===== src/rtl/video_ip_pkg.sv =====
// Shared definitions for the video IP output path.
// Pixel format, default frame geometry and framing states.
package video_ip_pkg;

    localparam int PIXEL_W              = 16;
    localparam int FRAME_PIXELS_DEFAULT = 76800;

    typedef enum logic {
        IDLE   = 1'b0,
        IN_PKT = 1'b1
    } frame_state_e;

endpackage


===== src/rtl/avalon_st_source_interface_if.sv =====
// Avalon-ST beat bundle: valid/ready handshake plus data and
// packet delimiters. master drives beats, slave receives them.
interface avalon_st_source_interface_if
    import video_ip_pkg::*;
#(
    parameter int DATA_W = PIXEL_W
) ();

    logic              valid;
    logic              ready;
    logic [DATA_W-1:0] data;
    logic              sop;
    logic              eop;

    modport master (
        output valid,
        output data,
        output sop,
        output eop,
        input  ready
    );

    modport slave (
        input  valid,
        input  data,
        input  sop,
        input  eop,
        output ready
    );

endinterface


===== src/rtl/avalon_st_skid_buffer.sv =====
// Two-entry skid buffer: main output register plus one overflow
// register, so in_ready depends only on flop state.
module avalon_st_skid_buffer #(
    parameter int PAYLOAD_W = 18
) (
    input  logic                 clk,
    input  logic                 reset_n,
    input  logic                 in_valid,
    output logic                 in_ready,
    input  logic [PAYLOAD_W-1:0] in_payload,
    output logic                 out_valid,
    input  logic                 out_ready,
    output logic [PAYLOAD_W-1:0] out_payload
);

    logic                 main_valid_q, main_valid_d;
    logic [PAYLOAD_W-1:0] main_data_q,  main_data_d;
    logic                 skid_valid_q, skid_valid_d;
    logic [PAYLOAD_W-1:0] skid_data_q,  skid_data_d;
    logic                 accept;
    logic                 main_free;

    assign in_ready    = !skid_valid_q;
    assign out_valid   = main_valid_q;
    assign out_payload = main_data_q;
    assign accept      = in_valid && !skid_valid_q;
    assign main_free   = !main_valid_q || out_ready;

    // Refill main from skid first to keep order; overflow to skid on stall.
    always_comb begin
        main_valid_d = main_valid_q;
        main_data_d  = main_data_q;
        skid_valid_d = skid_valid_q;
        skid_data_d  = skid_data_q;
        if (main_free) begin
            if (skid_valid_q) begin
                main_valid_d = 1'b1;
                main_data_d  = skid_data_q;
                skid_valid_d = 1'b0;
            end else begin
                main_valid_d = accept;
                if (accept) begin
                    main_data_d = in_payload;
                end
            end
        end else if (accept) begin
            skid_valid_d = 1'b1;
            skid_data_d  = in_payload;
        end
    end

    // Buffer state; reset discards every held beat.
    always_ff @(posedge clk or negedge reset_n) begin
        if (!reset_n) begin
            main_valid_q <= 1'b0;
            main_data_q  <= '0;
            skid_valid_q <= 1'b0;
            skid_data_q  <= '0;
        end else begin
            main_valid_q <= main_valid_d;
            main_data_q  <= main_data_d;
            skid_valid_q <= skid_valid_d;
            skid_data_q  <= skid_data_d;
        end
    end

endmodule


===== src/rtl/avalon_st_source_interface.sv =====
// Output Avalon-ST source: framing monitor, pixel counter and
// sticky error flags in front of a registered skid buffer.
module avalon_st_source_interface
    import video_ip_pkg::*;
#(
    parameter int DATA_W       = PIXEL_W,
    parameter int FRAME_PIXELS = FRAME_PIXELS_DEFAULT,
    parameter int COUNT_W      = 17
) (
    input  logic                         clk,
    input  logic                         reset_n,
    avalon_st_source_interface_if.slave  in_st,
    avalon_st_source_interface_if.master out_st,
    input  logic                         clear_errors,
    output logic                         frame_done,
    output logic [COUNT_W-1:0]           pixel_count,
    output logic                         err_orphan,
    output logic                         err_missing_eop,
    output logic                         err_length
);

    localparam int                 PAYLOAD_W = DATA_W + 2;
    localparam logic [COUNT_W-1:0] FRAME_LEN = COUNT_W'(FRAME_PIXELS);
    localparam logic [COUNT_W-1:0] ONE       = COUNT_W'(1);

    frame_state_e         state_q, state_d;
    logic [COUNT_W-1:0]   count_q, count_d;
    logic [COUNT_W-1:0]   count_inc;
    logic                 err_orphan_q, err_orphan_d;
    logic                 err_missing_eop_q, err_missing_eop_d;
    logic                 err_length_q, err_length_d;
    logic                 frame_done_q, frame_done_d;
    logic                 set_orphan, set_missing, set_length;
    logic                 accept;
    logic                 forward;
    logic [PAYLOAD_W-1:0] out_payload;

    assign accept    = in_st.valid && in_st.ready;
    // Orphan beats are consumed without being handed to the buffer.
    assign forward   = in_st.sop || (state_q == IN_PKT);
    assign count_inc = (count_q == '1) ? count_q : count_q + ONE;

    avalon_st_skid_buffer #(
        .PAYLOAD_W (PAYLOAD_W)
    ) u_skid (
        .clk         (clk),
        .reset_n     (reset_n),
        .in_valid    (in_st.valid && forward),
        .in_ready    (in_st.ready),
        .in_payload  ({in_st.sop, in_st.eop, in_st.data}),
        .out_valid   (out_st.valid),
        .out_ready   (out_st.ready),
        .out_payload (out_payload)
    );

    assign out_st.sop  = out_payload[PAYLOAD_W-1];
    assign out_st.eop  = out_payload[PAYLOAD_W-2];
    assign out_st.data = out_payload[DATA_W-1:0];

    // Framing next-state, pixel counter and error set conditions.
    always_comb begin
        state_d     = state_q;
        count_d     = count_q;
        set_orphan  = 1'b0;
        set_missing = 1'b0;
        set_length  = 1'b0;
        if (accept) begin
            unique case (state_q)
                IDLE: begin
                    if (in_st.sop) begin
                        count_d    = ONE;
                        state_d    = in_st.eop ? IDLE : IN_PKT;
                        set_length = in_st.eop && (ONE != FRAME_LEN);
                    end else begin
                        set_orphan = 1'b1;
                    end
                end
                IN_PKT: begin
                    if (in_st.sop) begin
                        set_missing = 1'b1;
                        count_d     = ONE;
                        if (in_st.eop) begin
                            state_d    = IDLE;
                            set_length = (ONE != FRAME_LEN);
                        end
                    end else begin
                        count_d = count_inc;
                        if (in_st.eop) begin
                            state_d    = IDLE;
                            set_length = (count_inc != FRAME_LEN);
                        end
                    end
                end
            endcase
        end
    end

    // Sticky flags: a new set outranks a simultaneous clear.
    always_comb begin
        err_orphan_d      = (err_orphan_q && !clear_errors) || set_orphan;
        err_missing_eop_d = (err_missing_eop_q && !clear_errors) || set_missing;
        err_length_d      = (err_length_q && !clear_errors) || set_length;
        frame_done_d      = out_st.valid && out_st.ready && out_st.eop;
    end

    // Framing state, counter, flags and the frame_done pulse.
    always_ff @(posedge clk or negedge reset_n) begin
        if (!reset_n) begin
            state_q           <= IDLE;
            count_q           <= '0;
            err_orphan_q      <= 1'b0;
            err_missing_eop_q <= 1'b0;
            err_length_q      <= 1'b0;
            frame_done_q      <= 1'b0;
        end else begin
            state_q           <= state_d;
            count_q           <= count_d;
            err_orphan_q      <= err_orphan_d;
            err_missing_eop_q <= err_missing_eop_d;
            err_length_q      <= err_length_d;
            frame_done_q      <= frame_done_d;
        end
    end

    assign pixel_count     = count_q;
    assign err_orphan      = err_orphan_q;
    assign err_missing_eop = err_missing_eop_q;
    assign err_length      = err_length_q;
    assign frame_done      = frame_done_q;

endmodule


===== src/flat_wrapper.sv =====
// flat-port wrapper written by rule: the top's interface ports become plain ports
module avalon_st_source_interface_flat import video_ip_pkg::*;
#(
    parameter int DATA_W       = PIXEL_W,
    parameter int FRAME_PIXELS = FRAME_PIXELS_DEFAULT,
    parameter int COUNT_W      = 17
)
  (clk, reset_n, clear_errors, frame_done, pixel_count, err_orphan, err_missing_eop, err_length, in_st_valid, in_st_data, in_st_sop, in_st_eop, in_st_ready, out_st_valid, out_st_data, out_st_sop, out_st_eop, out_st_ready);
  avalon_st_source_interface_if #(.DATA_W(DATA_W)) in_st_i ();
  avalon_st_source_interface_if #(.DATA_W(DATA_W)) out_st_i ();
  input  logic clk;
  input  logic reset_n;
  input  logic clear_errors;
  output logic frame_done;
  output logic [COUNT_W-1:0] pixel_count;
  output logic err_orphan;
  output logic err_missing_eop;
  output logic err_length;
  input wire logic [$bits(in_st_i.valid)-1:0] in_st_valid;
  input wire logic [$bits(in_st_i.data)-1:0] in_st_data;
  input wire logic [$bits(in_st_i.sop)-1:0] in_st_sop;
  input wire logic [$bits(in_st_i.eop)-1:0] in_st_eop;
  output wire logic [$bits(in_st_i.ready)-1:0] in_st_ready;
  output wire logic [$bits(out_st_i.valid)-1:0] out_st_valid;
  output wire logic [$bits(out_st_i.data)-1:0] out_st_data;
  output wire logic [$bits(out_st_i.sop)-1:0] out_st_sop;
  output wire logic [$bits(out_st_i.eop)-1:0] out_st_eop;
  input wire logic [$bits(out_st_i.ready)-1:0] out_st_ready;
  assign in_st_i.valid = in_st_valid;
  assign in_st_i.data = in_st_data;
  assign in_st_i.sop = in_st_sop;
  assign in_st_i.eop = in_st_eop;
  assign in_st_ready = in_st_i.ready;
  assign out_st_valid = out_st_i.valid;
  assign out_st_data = out_st_i.data;
  assign out_st_sop = out_st_i.sop;
  assign out_st_eop = out_st_i.eop;
  assign out_st_i.ready = out_st_ready;
  avalon_st_source_interface #(.DATA_W(DATA_W), .FRAME_PIXELS(FRAME_PIXELS), .COUNT_W(COUNT_W)) u_core (.clk(clk), .reset_n(reset_n), .in_st(in_st_i), .out_st(out_st_i), .clear_errors(clear_errors), .frame_done(frame_done), .pixel_count(pixel_count), .err_orphan(err_orphan), .err_missing_eop(err_missing_eop), .err_length(err_length));
endmodule

===== config.mk =====
export PLATFORM = sky130hd
export DESIGN_NAME = avalon_st_source_interface_flat
export DESIGN_NICKNAME = d
export VERILOG_FILES = /design/src/rtl/video_ip_pkg.sv /design/src/rtl/avalon_st_source_interface_if.sv /design/src/rtl/avalon_st_skid_buffer.sv /design/src/rtl/avalon_st_source_interface.sv /design/src/flat_wrapper.sv
export SDC_FILE = /design/constraint.sdc
export NUM_CORES = 1
export LEC_CHECK = 0
export CAP_MARGIN = 40
export CORE_MARGIN = 5
export CORE_UTILIZATION = 53
export CTS_BUF_LIST = sky130_fd_sc_hd__clkbuf_2 sky130_fd_sc_hd__clkbuf_4 sky130_fd_sc_hd__clkbuf_8
export CTS_CLUSTER_DIAMETER = 40
export DETAILED_ROUTE_END_ITERATION = 8
export PLACE_DENSITY = 0.82
export SLEW_MARGIN = 25
export SYNTH_ARGS = -nofsm -noshare
export SYNTH_HDL_FRONTEND = slang
export SYNTH_SLANG_ARGS = --single-unit
export TNS_END_PERCENT = 50

===== constraint.sdc =====
create_clock -name clk -period 2.64 [get_ports clk]
set_clock_uncertainty 0.15 [all_clocks]
set_input_delay 0.528 -clock clk [delete_from_list [all_inputs] [get_ports clk]]
set_output_delay 0.528 -clock clk [all_outputs]
set_load 0.005 [all_outputs]

== After elaboration in Yosys (flattened, before gate mapping) ==
Cells that the tools add are included.
Storage, ports and cells
  register bits after elaboration: 60
  bits of input ports: 23
  logic and storage cells: 61
  output and inout bits: 41
Cells by class
  $add $sub $neg: 1
  multiplexer cells: 24
  eq/ne operators: 3
  bitwise gates (word level): 2
  reduce and logical (&&, ||, !) cells: 21
Operator list (count)
  two-way mux 17 bit: 3
  two-way mux 18 bit: 2
  case mux 17 bit (2 select lines): 1
  adder 17 x 1 -> 17 bit, second input constant: 1
  equality test 17 bit, second input constant: 1
  inequality test 17 bit, second input constant: 1
  two-way mux 1 bit: 16
  logical AND 1 bit: 8
  AND reduction 2 bit: 3
  logical OR 1 bit: 5
  case mux 1 bit (2 select lines): 2
  nonzero test 2 bit: 2
  zero test 1 bit: 3
  inequality test 2 bit, second input constant: 1
  NOT 1 bit: 2

== Logic depth before layout (Yosys ltp) ==
  word-level depth: 8
  gate-level depth with buffers: 7
  mapped depth without buffers: 6

== By module ==
Synthesis repeated with hierarchy kept, for this count alone.
Unflattened totals
  cell total of the unflattened synthesis: 276
  area, all modules: 3181.8 um^2
Modules (own cells, without submodules)
  avalon_st_skid_buffer: cells an instance 105, times used 1, seq. area each 950.9 um^2, area an instance 1750.4 um^2
  avalon_st_source_interface: cells an instance 171, times used 1, seq. area each 550.5 um^2, area an instance 1431.4 um^2

== Least setup slack after synthesis ==
Ideal clock, no wire load.
  kind: register -> register
  start point: register u_core.count_q[0] (netlist: u_core.pixel_count[0])
  end point: register u_core.err_length_q (netlist: u_core.err_length)
  data required time: 2.354 ns
  library setup time: 0.136 ns
  period minus slack after synthesis: 2.011 ns
  path buffers: 0
  stages on the path, launching flop included: 7
  arrival: 1.726 ns
  setup slack: 0.629 ns
  cells stage by stage: dfrtp_1 > ha_1 > nand4_2 > nor2_4 > or3_1 > a2111oi_2 > a31oi_1
On the way
  longest elaborated chain between the ends: 8
  elaborated cells on any way between the ends: 9
  classes of those cells: add/sub: 1; eq/ne: 2; mux: 5; reduce/logical: 1
RTL lines
  start, declared: line avalon_st_source_interface.sv:27  | logic [COUNT_W-1:0] count_q, count_d;
  start signal, assigned: line avalon_st_source_interface.sv:117  | count_q <= count_d;
  adder 17 x 1 -> 17 bit / equality test 17 bit (equally long branches): line avalon_st_source_interface.sv:41  | assign count_inc = (count_q == '1) ? count_q : count_q + ONE;
  two-way mux 17 bit (*): line avalon_st_source_interface.sv:41
  inequality test 17 bit (*): line avalon_st_source_interface.sv:90  | set_length = (count_inc != FRAME_LEN);
  two-way mux 1 bit (*): line avalon_st_source_interface.sv:88  | if (in_st.eop) begin
  two-way mux 1 bit (*): line avalon_st_source_interface.sv:79  | if (in_st.sop) begin
  case mux 1 bit (2 select lines) (*): line avalon_st_source_interface.sv:68  | unique case (state_q)
  two-way mux 1 bit (*): line avalon_st_source_interface.sv:67  | if (accept) begin
  logical OR 1 bit (*): line avalon_st_source_interface.sv:102  | err_length_d = (err_length_q && !clear_errors) || set_length;
  net u_core.err_length_d: line avalon_st_source_interface.sv:31  | logic err_length_q, err_length_d;
  end signal, assigned: line avalon_st_source_interface.sv:120  | err_length_q <= err_length_d;
  end, declared: line avalon_st_source_interface.sv:31
Mark *: on every way through the listed nets, which the timed path passes. The rest lies on a longest branch.
A chain may end at the register's enable or synchronous reset.

== Worst setup path in the final report ==
Same ends and word-level chain as after synthesis.

==> results.ini <==
[layout]
fill_cells=431
finalNetCount=395
n_antenna_cell=0
drive_gt1_share_pct=16.0
area_delta_synth_final_pct=30.3

[sta]
fmax_ghz=0.426
setup-tns-final_ns=0
drv_slew=0
max-slew-margin-rel_pct=61.0
rsz0062_at_grt=no
period_minus_slack_ns=2.35
setup_violations=0
final-hold-violation-count=0
fin_crit_sh_pct=88.8
worst_slew_pin_slew_ns=0.581
hold_slack_ns=0.327

[place]
dp_hpwl_um=5170
io_buffers=63
gp_congestion=0.920

[hold_path]
hp-class=flop to flop
hold_depth=2

[floorplan]
initial_core_util_pct=53.6
rows=28
die_area_um2=7520
io_pins=64
die_x_um=86.7
die_h_um=86.7
core_um2=5820

[global_routing]
met1_usage_pct=29.7
met3_usage_pct=4.75
grt_remaining_overflow=0
grt_pass1_vias=2459
grt_antenna_before_repair=0
top_usage_layer=met2
track_usage_pct=21.4
grt_max_degree=61
grtUsageMet2_pct=31.8
grt_pass1_wl_um=12400

[worst_setup_path]
path_cells=ha_1 -> nand4_2 -> nor2_4 -> o211ai_1 -> a2111oi_2 -> a31oi_1
worst-path-max-fanout=9
start_kind=flop
cp_slowest_stage_delay_ns=0.51
criticalPathCategory=flop to flop
cp-end-kind=flop
cp_slowest_cell=dfrtp_1
arrival_ns=2.41
cp.required_ns=2.70
rr_worst_depth=6

[synthesis]
syn-instance-count=304
synth_area_leaders=dfrtp_1 (48%), mux2i_1 (7.1%), o21ai_0 (6.3%)
yosysSeqAreaShare_pct=48.1
avgSynthCellArea_um2=10.3
synthAdderAreaFrac_pct=0.401
synth_top_family_by_area=simple AND/OR/NAND/NOR gates
yosys-mux-area-fraction_pct=13.2
yosys.area_share.simple_pct=16.2
syn-num-nets=328
synth_cell_types=51
syn-cell-area_um2=3120
ys_seq_elements=60
synth-compound-area-share_pct=15.6
ys_warn_count=0
synth-async-reset-ratio_pct=100
synth.top_cells.by_count=dfrtp_1 (60), o21ai_0 (39), nand2_1 (36), mux2i_1 (22), mux2_2 (17)
synth_flop_cell=dfrtp_1
synth_top_cell_area_share_pct=48.1
synth_edf_count=0
synth.most_common_cell=dfrtp_1
synth_xor_area_share_pct=1.68
synth_largest_area_cell=dfrtp_1

[clock_network]
clkSlewWorstSetupHoldPaths_ns=0.07
cts.path.max_buffers=2
post_cts_buffers=0
cts.hold.buffers_added=0
cts_buffers=9
cts.htree.levels=3
root_buffer=clkbuf_8
clkLatencyLatePin_ns=0.34
cts_tree=done
cts-resized-gates=0
cts_num_sinks=60

[power_and_ir_drop]
ir_worst_vdd_mv=0.592
leakage_nw=1.67
p_clk_share_pct=32.2
combPwrFrac_pct=23.6
p_seq_share_pct=44.2
p_sw_share_pct=28.0
switchingPower_w=0.000805
p_per_area_nw_per_um2=708
p_int_w=0.00207

[run_status]
outcome=finished clean

[job]
drv_cap=0

[route]
dr_total_vias=2599
via_per_inst=5.76
first_pass_iters=5
drtAntennaViolNets=0
drt_iter0_drc=158
wl_per_cell_um=16.8
drc=0
wirelength_um=7570

## cell usage in the layout (no fill, tap or decap), types with 7 or more instances in the layout
cell / instances
a21oi_1: 15
a31oi_1: 7
buf_4: 9
clkbuf_8: 9
clkdlybuf4s50_1: 62
dfrtp_1: 60
inv_1: 7
mux2_2: 17
mux2i_1: 22
nand2_1: 36
nand3_1: 7
nor2_1: 9
o21ai_0: 39
## critical path: cells and delay by family, from the launching register on
family	cells	cell delay, ns
AO/OA/AOI/OAI	3	0.70
AND/OR/NAND/NOR	2	0.47
flip-flops	1	0.51
adder cells (fa/ha/maj)	1	0.39
## logic make-up (layout without fill, tap and decap cells)
group	after synthesis	count (layout)
buffers and inverters	26	98
xor gates and xnor gates	6	6
and+or+nand+nor	93	93
DFF	60	60
muxes	39	39
AOI/OAI and AO/OA	79	79
adders and majority gates	1	1
## sequential cells by signal, summed over array words and instances, names as in the netlist
name / flops
u_core.err_length: 1
u_core.pixel_count: 17
u_core.err_missing_eop: 1
u_core.state_q: 1
u_core.frame_done: 1
u_core.err_orphan: 1
u_core.u_skid.out_valid: 1
u_core.u_skid.out_payload: 18
u_core.u_skid.skid_data_q: 18
u_core.u_skid.skid_valid_q: 1
## stage by stage
step | cells | cell area, um2 | total power [W] | utilization, % | setup slack (ns)
2_1_floorplan | 304 | 3120 | 0.00158 | - | 0.629
3_3_place_gp | 433 | 3800 | 0.00194 | 65.4 | 0.214
3_5_place_dp | 433 | 3800 | 0.00197 | 65.4 | 0.174
4_1_cts | 449 | 4030 | 0.00290 | 69.3 | 0.313
5_1_grt | 451 | 4070 | 0.00304 | 69.9 | 0.188
6_report | 451 | 4070 | 0.00288 | 69.9 | 0.295
## power by group through the flow
stage               Sequential, W  Combinational [W]  Clock [W]
floorplan                 0.00127           0.000316          0
global route              0.00131           0.000748   0.000983
detailed placement        0.00129           0.000679          0
finish                    0.00127           0.000680   0.000926
CTS                       0.00127           0.000683   0.000943
global placement          0.00128           0.000660          0
## metal layers
layer	share of wire (%)	up-vias
met3	6.5	24
met5	0	-
li1	-	1236
met1	44	1238
met2	47	101
met4	2.3	0
## final timing paths
| check | from | end | slack (ns) |
|---|---|---|---|
| setup / recovery | u_core.pixel_count[0] | u_core.err_length | 0.29 |
| hold / removal | u_core.u_skid.out_payload[3] | u_core.u_skid.out_payload[3] | 0.33 |
| setup reg to reg | u_core.pixel_count[0] | u_core.err_length | 0.29 |
| hold reg to reg | u_core.u_skid.out_payload[3] | u_core.u_skid.out_payload[3] | 0.33 |
| max in group asynchronous | reset_n | u_core.pixel_count[0] | 1.42 |
| min in group asynchronous | reset_n | u_core.u_skid.skid_data_q[6] | 0.45 |
## layout make-up
cell class / count / area [um2] / area share (%)
sequential: 60 / 1500 / 36.9
multi-input combinational: 218 / 1470 / 36.2
timing repair buffer: 75 / 751 / 18.5
clock buffer: 9 / 124 / 3.05
clock inverter: 7 / 98.8 / 2.43
tap: 75 / 93.8 / 2.31
inverter: 7 / 26.3 / 0.646
Power figures use the tool's default switching activity.
